**src/rtl/cfg_wb_master_if.sv**
```systemverilog
// Bundle of the command, response and Wishbone signals of cfg_wb_master.
// The master modport is the initiator's view; the slave modport is the view of
// whatever drives commands, consumes responses and plays the Wishbone slave.
interface cfg_wb_master_if;
  logic         cmd_valid_i;
  logic         cmd_ready_o;
  logic         cmd_load_i;
  logic [31:0]  cmd_addr_i;
  logic [1:0]   cmd_nwords_i;
  logic [127:0] cmd_data_i;

  logic         rsp_valid_o;
  logic         rsp_ready_i;
  logic [127:0] rsp_data_o;
  logic         rsp_err_o;

  logic         wbm_cyc_o;
  logic         wbm_stb_o;
  logic         wbm_we_o;
  logic [3:0]   wbm_sel_o;
  logic [31:0]  wbm_adr_o;
  logic [31:0]  wbm_dat_o;
  logic         wbm_ack_i;
  logic [31:0]  wbm_dat_i;

  modport master (
    input  cmd_valid_i, cmd_load_i, cmd_addr_i, cmd_nwords_i, cmd_data_i,
    output cmd_ready_o,
    output rsp_valid_o, rsp_data_o, rsp_err_o,
    input  rsp_ready_i,
    output wbm_cyc_o, wbm_stb_o, wbm_we_o, wbm_sel_o, wbm_adr_o, wbm_dat_o,
    input  wbm_ack_i, wbm_dat_i
  );

  modport slave (
    output cmd_valid_i, cmd_load_i, cmd_addr_i, cmd_nwords_i, cmd_data_i,
    input  cmd_ready_o,
    input  rsp_valid_o, rsp_data_o, rsp_err_o,
    output rsp_ready_i,
    input  wbm_cyc_o, wbm_stb_o, wbm_we_o, wbm_sel_o, wbm_adr_o, wbm_dat_o,
    output wbm_ack_i, wbm_dat_i
  );
endinterface

```
**src/rtl/cfg_wb_master.sv**
```systemverilog
// Wishbone initiator for the cfg register file (ADDR, CTRL, DATA_0..DATA_3).
// One store/load command is expanded into single-beat transfers: each strobe
// is a one-cycle pulse, then the master waits (stb low) for the ack or for a
// timeout. cyc stays high for the whole command until the last ack/timeout.
module cfg_wb_master #(
  parameter logic [31:0] WISHBONE_BASE_ADDR = 32'h3000_0000,
  parameter int          RD_WAIT_CYCLES     = 2,
  parameter int          TIMEOUT_CYCLES     = 16,
  parameter int          TIMEOUT_BW         = 5
) (
  input logic            clk_i,
  input logic            rst_i,
  cfg_wb_master_if.master bus
);

  typedef enum logic [2:0] {
    IDLE    = 3'd0,
    WR_ADDR = 3'd1,
    WR_DATA = 3'd2,
    WR_CTRL = 3'd3,
    RD_WAIT = 3'd4,
    RD_DATA = 3'd5,
    RESP    = 3'd6
  } state_t;

  localparam logic [TIMEOUT_BW-1:0] TMO_LAST = TIMEOUT_BW'(TIMEOUT_CYCLES - 1);
  localparam logic [TIMEOUT_BW-1:0] RDW_LAST =
    TIMEOUT_BW'((RD_WAIT_CYCLES > 0) ? (RD_WAIT_CYCLES - 1) : 0);

  state_t                state_q, state_d;
  logic                  load_q, load_d;
  logic [31:0]           addr_q, addr_d;
  logic [1:0]            nwords_q, nwords_d;
  logic [127:0]          data_q, data_d;
  logic [1:0]            idx_q, idx_d;
  logic                  pend_q, pend_d;
  logic [TIMEOUT_BW-1:0] tmr_q, tmr_d;
  logic [127:0]          rsp_data_q, rsp_data_d;
  logic                  rsp_err_q, rsp_err_d;

  logic        xfer_state;
  logic        tx_done;
  logic        stb;
  logic        cyc;
  logic        we;
  logic [31:0] adr;
  logic [31:0] dat;

  // State and datapath registers; reset returns to IDLE with everything cleared
  always_ff @(posedge clk_i or posedge rst_i) begin
    if (rst_i) begin
      state_q    <= IDLE;
      load_q     <= 1'b0;
      addr_q     <= '0;
      nwords_q   <= '0;
      data_q     <= '0;
      idx_q      <= '0;
      pend_q     <= 1'b0;
      tmr_q      <= '0;
      rsp_data_q <= '0;
      rsp_err_q  <= 1'b0;
    end else begin
      state_q    <= state_d;
      load_q     <= load_d;
      addr_q     <= addr_d;
      nwords_q   <= nwords_d;
      data_q     <= data_d;
      idx_q      <= idx_d;
      pend_q     <= pend_d;
      tmr_q      <= tmr_d;
      rsp_data_q <= rsp_data_d;
      rsp_err_q  <= rsp_err_d;
    end
  end

  // Next-state logic: strobe/wait/timeout handling shared by every transfer
  // state, followed by per-state addressing and sequencing
  always_comb begin
    state_d    = state_q;
    load_d     = load_q;
    addr_d     = addr_q;
    nwords_d   = nwords_q;
    data_d     = data_q;
    idx_d      = idx_q;
    pend_d     = pend_q;
    tmr_d      = tmr_q;
    rsp_data_d = rsp_data_q;
    rsp_err_d  = rsp_err_q;
    stb        = 1'b0;
    we         = 1'b0;
    adr        = '0;
    dat        = '0;
    tx_done    = 1'b0;

    xfer_state = (state_q == WR_ADDR) || (state_q == WR_DATA) ||
                 (state_q == WR_CTRL) || (state_q == RD_DATA);
    cyc        = xfer_state || (state_q == RD_WAIT);

    if (xfer_state) begin
      if (!pend_q) begin
        stb    = 1'b1;
        pend_d = 1'b1;
        tmr_d  = '0;
      end else if (bus.wbm_ack_i) begin
        pend_d  = 1'b0;
        tx_done = 1'b1;
      end else if (tmr_q == TMO_LAST) begin
        pend_d    = 1'b0;
        idx_d     = '0;
        rsp_err_d = 1'b1;
        state_d   = RESP;
      end else begin
        tmr_d = tmr_q + 1'b1;
      end
    end

    case (state_q)
      IDLE: begin
        if (bus.cmd_valid_i) begin
          load_d     = bus.cmd_load_i;
          addr_d     = bus.cmd_addr_i;
          nwords_d   = bus.cmd_nwords_i;
          data_d     = bus.cmd_data_i;
          idx_d      = '0;
          pend_d     = 1'b0;
          tmr_d      = '0;
          rsp_data_d = '0;
          rsp_err_d  = 1'b0;
          state_d    = WR_ADDR;
        end
      end
      WR_ADDR: begin
        if (stb) begin
          we  = 1'b1;
          adr = WISHBONE_BASE_ADDR;
          dat = addr_q;
        end
        if (tx_done) begin
          idx_d   = '0;
          state_d = load_q ? WR_CTRL : WR_DATA;
        end
      end
      WR_DATA: begin
        if (stb) begin
          we  = 1'b1;
          adr = WISHBONE_BASE_ADDR + 32'h8 + {28'h0, idx_q, 2'b00};
          dat = data_q[{idx_q, 5'b0} +: 32];
        end
        if (tx_done) begin
          if (idx_q == nwords_q) begin
            idx_d   = '0;
            state_d = WR_CTRL;
          end else begin
            idx_d = idx_q + 1'b1;
          end
        end
      end
      WR_CTRL: begin
        if (stb) begin
          we  = 1'b1;
          adr = WISHBONE_BASE_ADDR + 32'h4;
          dat = {30'h0, load_q, ~load_q};
        end
        if (tx_done) begin
          tmr_d   = '0;
          state_d = load_q ? RD_WAIT : RESP;
        end
      end
      RD_WAIT: begin
        if (tmr_q >= RDW_LAST) begin
          tmr_d   = '0;
          idx_d   = '0;
          state_d = RD_DATA;
        end else begin
          tmr_d = tmr_q + 1'b1;
        end
      end
      RD_DATA: begin
        if (stb) begin
          adr = WISHBONE_BASE_ADDR + 32'h8 + {28'h0, idx_q, 2'b00};
        end
        if (tx_done) begin
          rsp_data_d[{idx_q, 5'b0} +: 32] = bus.wbm_dat_i;
          if (idx_q == nwords_q) begin
            idx_d   = '0;
            state_d = RESP;
          end else begin
            idx_d = idx_q + 1'b1;
          end
        end
      end
      RESP: begin
        if (bus.rsp_ready_i) begin
          rsp_data_d = '0;
          rsp_err_d  = 1'b0;
          state_d    = IDLE;
        end
      end
      default: begin
        state_d = IDLE;
      end
    endcase
  end

  assign bus.cmd_ready_o = (state_q == IDLE);
  assign bus.rsp_valid_o = (state_q == RESP);
  assign bus.rsp_data_o  = rsp_data_q;
  assign bus.rsp_err_o   = rsp_err_q;
  assign bus.wbm_cyc_o   = cyc;
  assign bus.wbm_stb_o   = stb;
  assign bus.wbm_we_o    = we;
  assign bus.wbm_sel_o   = stb ? 4'hF : 4'h0;
  assign bus.wbm_adr_o   = adr;
  assign bus.wbm_dat_o   = dat;

endmodule

```
**src/flat_wrapper.sv**
```systemverilog
// flat-port wrapper written by rule: the top's interface ports become plain ports
module cfg_wb_master_flat 
#(
  parameter logic [31:0] WISHBONE_BASE_ADDR = 32'h3000_0000,
  parameter int          RD_WAIT_CYCLES     = 2,
  parameter int          TIMEOUT_CYCLES     = 16,
  parameter int          TIMEOUT_BW         = 5
)
  (clk_i, rst_i, bus_cmd_valid_i, bus_cmd_load_i, bus_cmd_addr_i, bus_cmd_nwords_i, bus_cmd_data_i, bus_cmd_ready_o, bus_rsp_valid_o, bus_rsp_data_o, bus_rsp_err_o, bus_rsp_ready_i, bus_wbm_cyc_o, bus_wbm_stb_o, bus_wbm_we_o, bus_wbm_sel_o, bus_wbm_adr_o, bus_wbm_dat_o, bus_wbm_ack_i, bus_wbm_dat_i);
  cfg_wb_master_if bus_i ();
  input logic clk_i;
  input logic rst_i;
  input wire logic [$bits(bus_i.cmd_valid_i)-1:0] bus_cmd_valid_i;
  input wire logic [$bits(bus_i.cmd_load_i)-1:0] bus_cmd_load_i;
  input wire logic [$bits(bus_i.cmd_addr_i)-1:0] bus_cmd_addr_i;
  input wire logic [$bits(bus_i.cmd_nwords_i)-1:0] bus_cmd_nwords_i;
  input wire logic [$bits(bus_i.cmd_data_i)-1:0] bus_cmd_data_i;
  output wire logic [$bits(bus_i.cmd_ready_o)-1:0] bus_cmd_ready_o;
  output wire logic [$bits(bus_i.rsp_valid_o)-1:0] bus_rsp_valid_o;
  output wire logic [$bits(bus_i.rsp_data_o)-1:0] bus_rsp_data_o;
  output wire logic [$bits(bus_i.rsp_err_o)-1:0] bus_rsp_err_o;
  input wire logic [$bits(bus_i.rsp_ready_i)-1:0] bus_rsp_ready_i;
  output wire logic [$bits(bus_i.wbm_cyc_o)-1:0] bus_wbm_cyc_o;
  output wire logic [$bits(bus_i.wbm_stb_o)-1:0] bus_wbm_stb_o;
  output wire logic [$bits(bus_i.wbm_we_o)-1:0] bus_wbm_we_o;
  output wire logic [$bits(bus_i.wbm_sel_o)-1:0] bus_wbm_sel_o;
  output wire logic [$bits(bus_i.wbm_adr_o)-1:0] bus_wbm_adr_o;
  output wire logic [$bits(bus_i.wbm_dat_o)-1:0] bus_wbm_dat_o;
  input wire logic [$bits(bus_i.wbm_ack_i)-1:0] bus_wbm_ack_i;
  input wire logic [$bits(bus_i.wbm_dat_i)-1:0] bus_wbm_dat_i;
  assign bus_i.cmd_valid_i = bus_cmd_valid_i;
  assign bus_i.cmd_load_i = bus_cmd_load_i;
  assign bus_i.cmd_addr_i = bus_cmd_addr_i;
  assign bus_i.cmd_nwords_i = bus_cmd_nwords_i;
  assign bus_i.cmd_data_i = bus_cmd_data_i;
  assign bus_cmd_ready_o = bus_i.cmd_ready_o;
  assign bus_rsp_valid_o = bus_i.rsp_valid_o;
  assign bus_rsp_data_o = bus_i.rsp_data_o;
  assign bus_rsp_err_o = bus_i.rsp_err_o;
  assign bus_i.rsp_ready_i = bus_rsp_ready_i;
  assign bus_wbm_cyc_o = bus_i.wbm_cyc_o;
  assign bus_wbm_stb_o = bus_i.wbm_stb_o;
  assign bus_wbm_we_o = bus_i.wbm_we_o;
  assign bus_wbm_sel_o = bus_i.wbm_sel_o;
  assign bus_wbm_adr_o = bus_i.wbm_adr_o;
  assign bus_wbm_dat_o = bus_i.wbm_dat_o;
  assign bus_i.wbm_ack_i = bus_wbm_ack_i;
  assign bus_i.wbm_dat_i = bus_wbm_dat_i;
  cfg_wb_master #(.WISHBONE_BASE_ADDR(WISHBONE_BASE_ADDR), .RD_WAIT_CYCLES(RD_WAIT_CYCLES), .TIMEOUT_CYCLES(TIMEOUT_CYCLES), .TIMEOUT_BW(TIMEOUT_BW)) u_core (.clk_i(clk_i), .rst_i(rst_i), .bus(bus_i));
endmodule
```
**config.mk**
```make
export PLATFORM = sky130hd
export DESIGN_NAME = cfg_wb_master_flat
export DESIGN_NICKNAME = d
export VERILOG_FILES = /design/src/rtl/cfg_wb_master_if.sv /design/src/rtl/cfg_wb_master.sv /design/src/flat_wrapper.sv
export SDC_FILE = /design/constraint.sdc
export NUM_CORES = 1
export LEC_CHECK = 0
export ABC_CLOCK_PERIOD_IN_PS = 12200
export BUFFER_PORTS_ARGS = -buffer_cell sky130_fd_sc_hd__buf_2
export CORE_MARGIN = 2
export CORE_UTILIZATION = 53
export CTS_CLUSTER_DIAMETER = 30
export CTS_CLUSTER_SIZE = 30
export DETAILED_ROUTE_END_ITERATION = 7
export PLACE_DENSITY = 0.9
export REMOVE_ABC_BUFFERS = 1
export SLEW_MARGIN = 20
export SYNTH_ARGS = -nofsm -noshare
export SYNTH_HDL_FRONTEND = slang
export SYNTH_SLANG_ARGS = --single-unit
```
**constraint.sdc**
```tcl
create_clock -name clk_i -period 12.2 [get_ports clk_i]
set_clock_uncertainty 0.15 [all_clocks]
set_input_delay 0.61 -clock clk_i [delete_from_list [all_inputs] [get_ports clk_i]]
set_output_delay 0.61 -clock clk_i [all_outputs]
set_load 0.03 [all_outputs]
```
==> results.toml <==
[run_status]
outcome = "finished, violations left"
violations = "DRC"

[cts]
cts_root_buf = "clkbuf_16"
cts.repair.resized = 0
numCtsBuffers = 58
cts_max_level = 2
clk_latency_ns = 0.57
postCtsHoldBufs = 0
cts_tree = "done"
cts_setup_buffers = 0
clk_path_buf_depth = 3
cts.sinks = 303
cts.reportedPaths.clkPinSlew_ns = 0.05

[critical_path]
reg2reg_depth = 5
r2r-start = "u_core.state_q[0]$_DFF_PP0_"
reg2reg_slack_ns = 8.77
crit_arrival_ns = 3.32
end_kind = "primary output"
setup.worst_path.start_class = "register"
worstPathMaxFanout = 32
critPathRequiredTime_ns = 11.44
r2r-end = "u_core.bus.rsp_data_o[32]$_DFFE_PP0P_"
critPathKind = "reg -> out"

[place]
dp_hpwl_mm = 26.4
dp.cells = 2137
gp_congestion = 0.870
placement.io_buffers = 374
dp_slack_ns = 8.57

[yosys]
yosys_warnings = 0
syn_avg_cell_area_um2 = 9.21
synthDistinctLibCells = 56
yosysSeqAreaShare_pct = 53.7
synth-seq-cells = 303
syn_inst = 1533
synth.cell_area_um2 = 14100
async_reset_ff_share_pct = 100
synth_enable_flop_cells = 0
synthFlopType = "dfrtp_1"

[sta]
period_needed_ns = 4.08
setup_ws_ns = 8.12
grt_setup_unrepaired = "false"
max_freq_mhz = 245
setup_violations = 0
worstMarginPinSlew_ns = 1.10
hold_viol_final = 0
setup_tns_ns = 0
fin_crit_sh_pct = 33.5
slew_headroom_pct = 26.8
finalMaxSlewViolations = 0

[detailed_routing]
wl_mm = 45.5
antenna_left = 0
dr.pass1.iters = 8
avgRoutedWirePerCell_um = 20.2
via_per_inst = 5.95
drc = 30
drt_iter0_drc = 1858
via_count = 13400

[die]
die_area_um2 = 28000
initial_core_util_pct = 54.0
core-area_um2 = 26100
die_x_um = 167
pin_count = 402
dieHeight_um = 167
fp-row-count = 59

[grt]
antenna_found_initial = 3
grt_pass1_wl_mm = 71.6
grt_pass1_vias = 13400
grt_overflow = 0
grt.total_usage_pct = 32.1
grt_max_degree = 172

[power_and_ir_drop]
power.leakage_uw = 0.00919
total_power_uw = 4420
ir_drop_mv = 0.177
power_density_nw_per_um2 = 246

[final_layout]
final_cells = 2248
layout_commonest_cell = "nand2_1"
drive_gt1_share_pct = 28.9
area_delta_synth_final_pct = 27.1
final_cell_mix = "630 x nand2_1, 374 x buf_2, 301 x dfrtp_1"
nNetsFinal = 2071

[hold_path]
hold_path_class = "in -> async"

[job]
maxCapViolations = 0
area by class of cell:
cell class                      instances  area [µm²]
Clock inverter                         40         518
Antenna cell                            1        2.50
Inverter                               13        56.3
Timing Repair Buffer                  392        2030
Tap cell                              335         419
Multi-Input combinational cell       1094        5780
Sequential cell                       303        7580
Clock buffer                           70        1560
Fill cell                            1781        8190
metrics by stage:
| stage | instance area (µm²) | util, % | hold WS, ns |
|---|---|---|---|
| final | 17900 | 68.7 | 0.0461 |
| after floorplan | 13400 | - | 0.290 |
| after detailed placement | 15900 | 60.7 | 0.307 |
| after global routing | 17900 | 68.7 | 0.0715 |
| after CTS | 17900 | 68.6 | 0.0568 |
| after global placement | 15900 | 60.7 | 0.302 |
worst max-delay path by stage:
stage / startpoint / to / slack, ns / cells past startpoint
floorplan: rst_i / u_core.addr_q[0]$_DFFE_PP0P_ / 3.07 / 1
global placement: u_core.state_q[0]$_DFF_PP0_ / u_core.bus.rsp_data_o[1]$_DFFE_PP0P_ / 8.83 / 5
detailed placement: u_core.state_q[0]$_DFF_PP0_ / u_core.bus.rsp_data_o[0]$_DFFE_PP0P_ / 8.57 / 5
CTS: u_core.state_q[1]$_DFF_PP0_ / bus_wbm_dat_o[30] / 8.17 / 4
global route: u_core.state_q[1]$_DFF_PP0_ / bus_wbm_dat_o[30] / 7.99 / 4
finish: u_core.state_q[1]$_DFF_PP0_ / bus_wbm_dat_o[30] / 8.12 / 4
logic make-up after synthesis:
group	Yosys count	synth area share, %
buffers and inverters	162	6.36
adder cells (fa/ha/maj)	9	0.798
AO/OA/AOI/OAI	328	13.7
flip-flops	303	53.7
XOR/XNOR	4	0.248
AND/OR/NAND/NOR	693	20.0
other	1	0.0266
multiplexers	33	5.18
power breakdown:
part / total [µW] / switching, µW / leakage, µW / internal, µW
clock: 1670 / 574 / 0.000984 / 1090
sequential: 1520 / 231 / 0.00398 / 1290
combinational: 1240 / 826 / 0.00423 / 414
total: 4420 / 1630 / 0.00919 / 2790
critical path, cell delays in order (launching register included):
cell     delay (ns)
dfrtp_1        0.84
nor3b_2        0.45
nor2b_4        0.88
a22o_1         0.35
buf_2          0.23
routing by layer:
layer  vias up  global-route usage, %  wire length (µm)
li1       5730                      -                 -
met4         4                   15.7              2210
met5         -                      0                27
met3       198                   7.42              5360
met1      6335                   38.6             15500
met2      1099                   54.7             22400
registers in the layout, indices dropped and copies added (netlist names):
register	count
u_core.pend_q	1
u_core.addr_q	32
u_core.bus.rsp_data_o	128
u_core.bus.rsp_err_o	1
u_core.data_q	128
u_core.state_q	3
u_core.idx_q	2
u_core.tmr_q	5
u_core.load_q	1
u_core.nwords_q	2
cell usage after synthesis, types with 13 or more instances:
| cell type | count | share of area [%] |
|---|---|---|
| nor2_1 | 15 | 0.40 |
| buf_6 | 14 | 1.1 |
| nand2_1 | 630 | 17 |
| o31ai_1 | 32 | 1.7 |
| dfrtp_1 | 303 | 54 |
| o21ai_1 | 102 | 3.6 |
| mux4_2 | 32 | 5.1 |
| a22o_1 | 30 | 1.9 |
| inv_1 | 13 | 0.35 |
| buf_2 | 37 | 1.3 |
| buf_4 | 34 | 1.8 |
| clkbuf_1 | 50 | 1.3 |
| o21ai_0 | 131 | 4.6 |
Note: power is estimated with default switching activity, not from simulation.
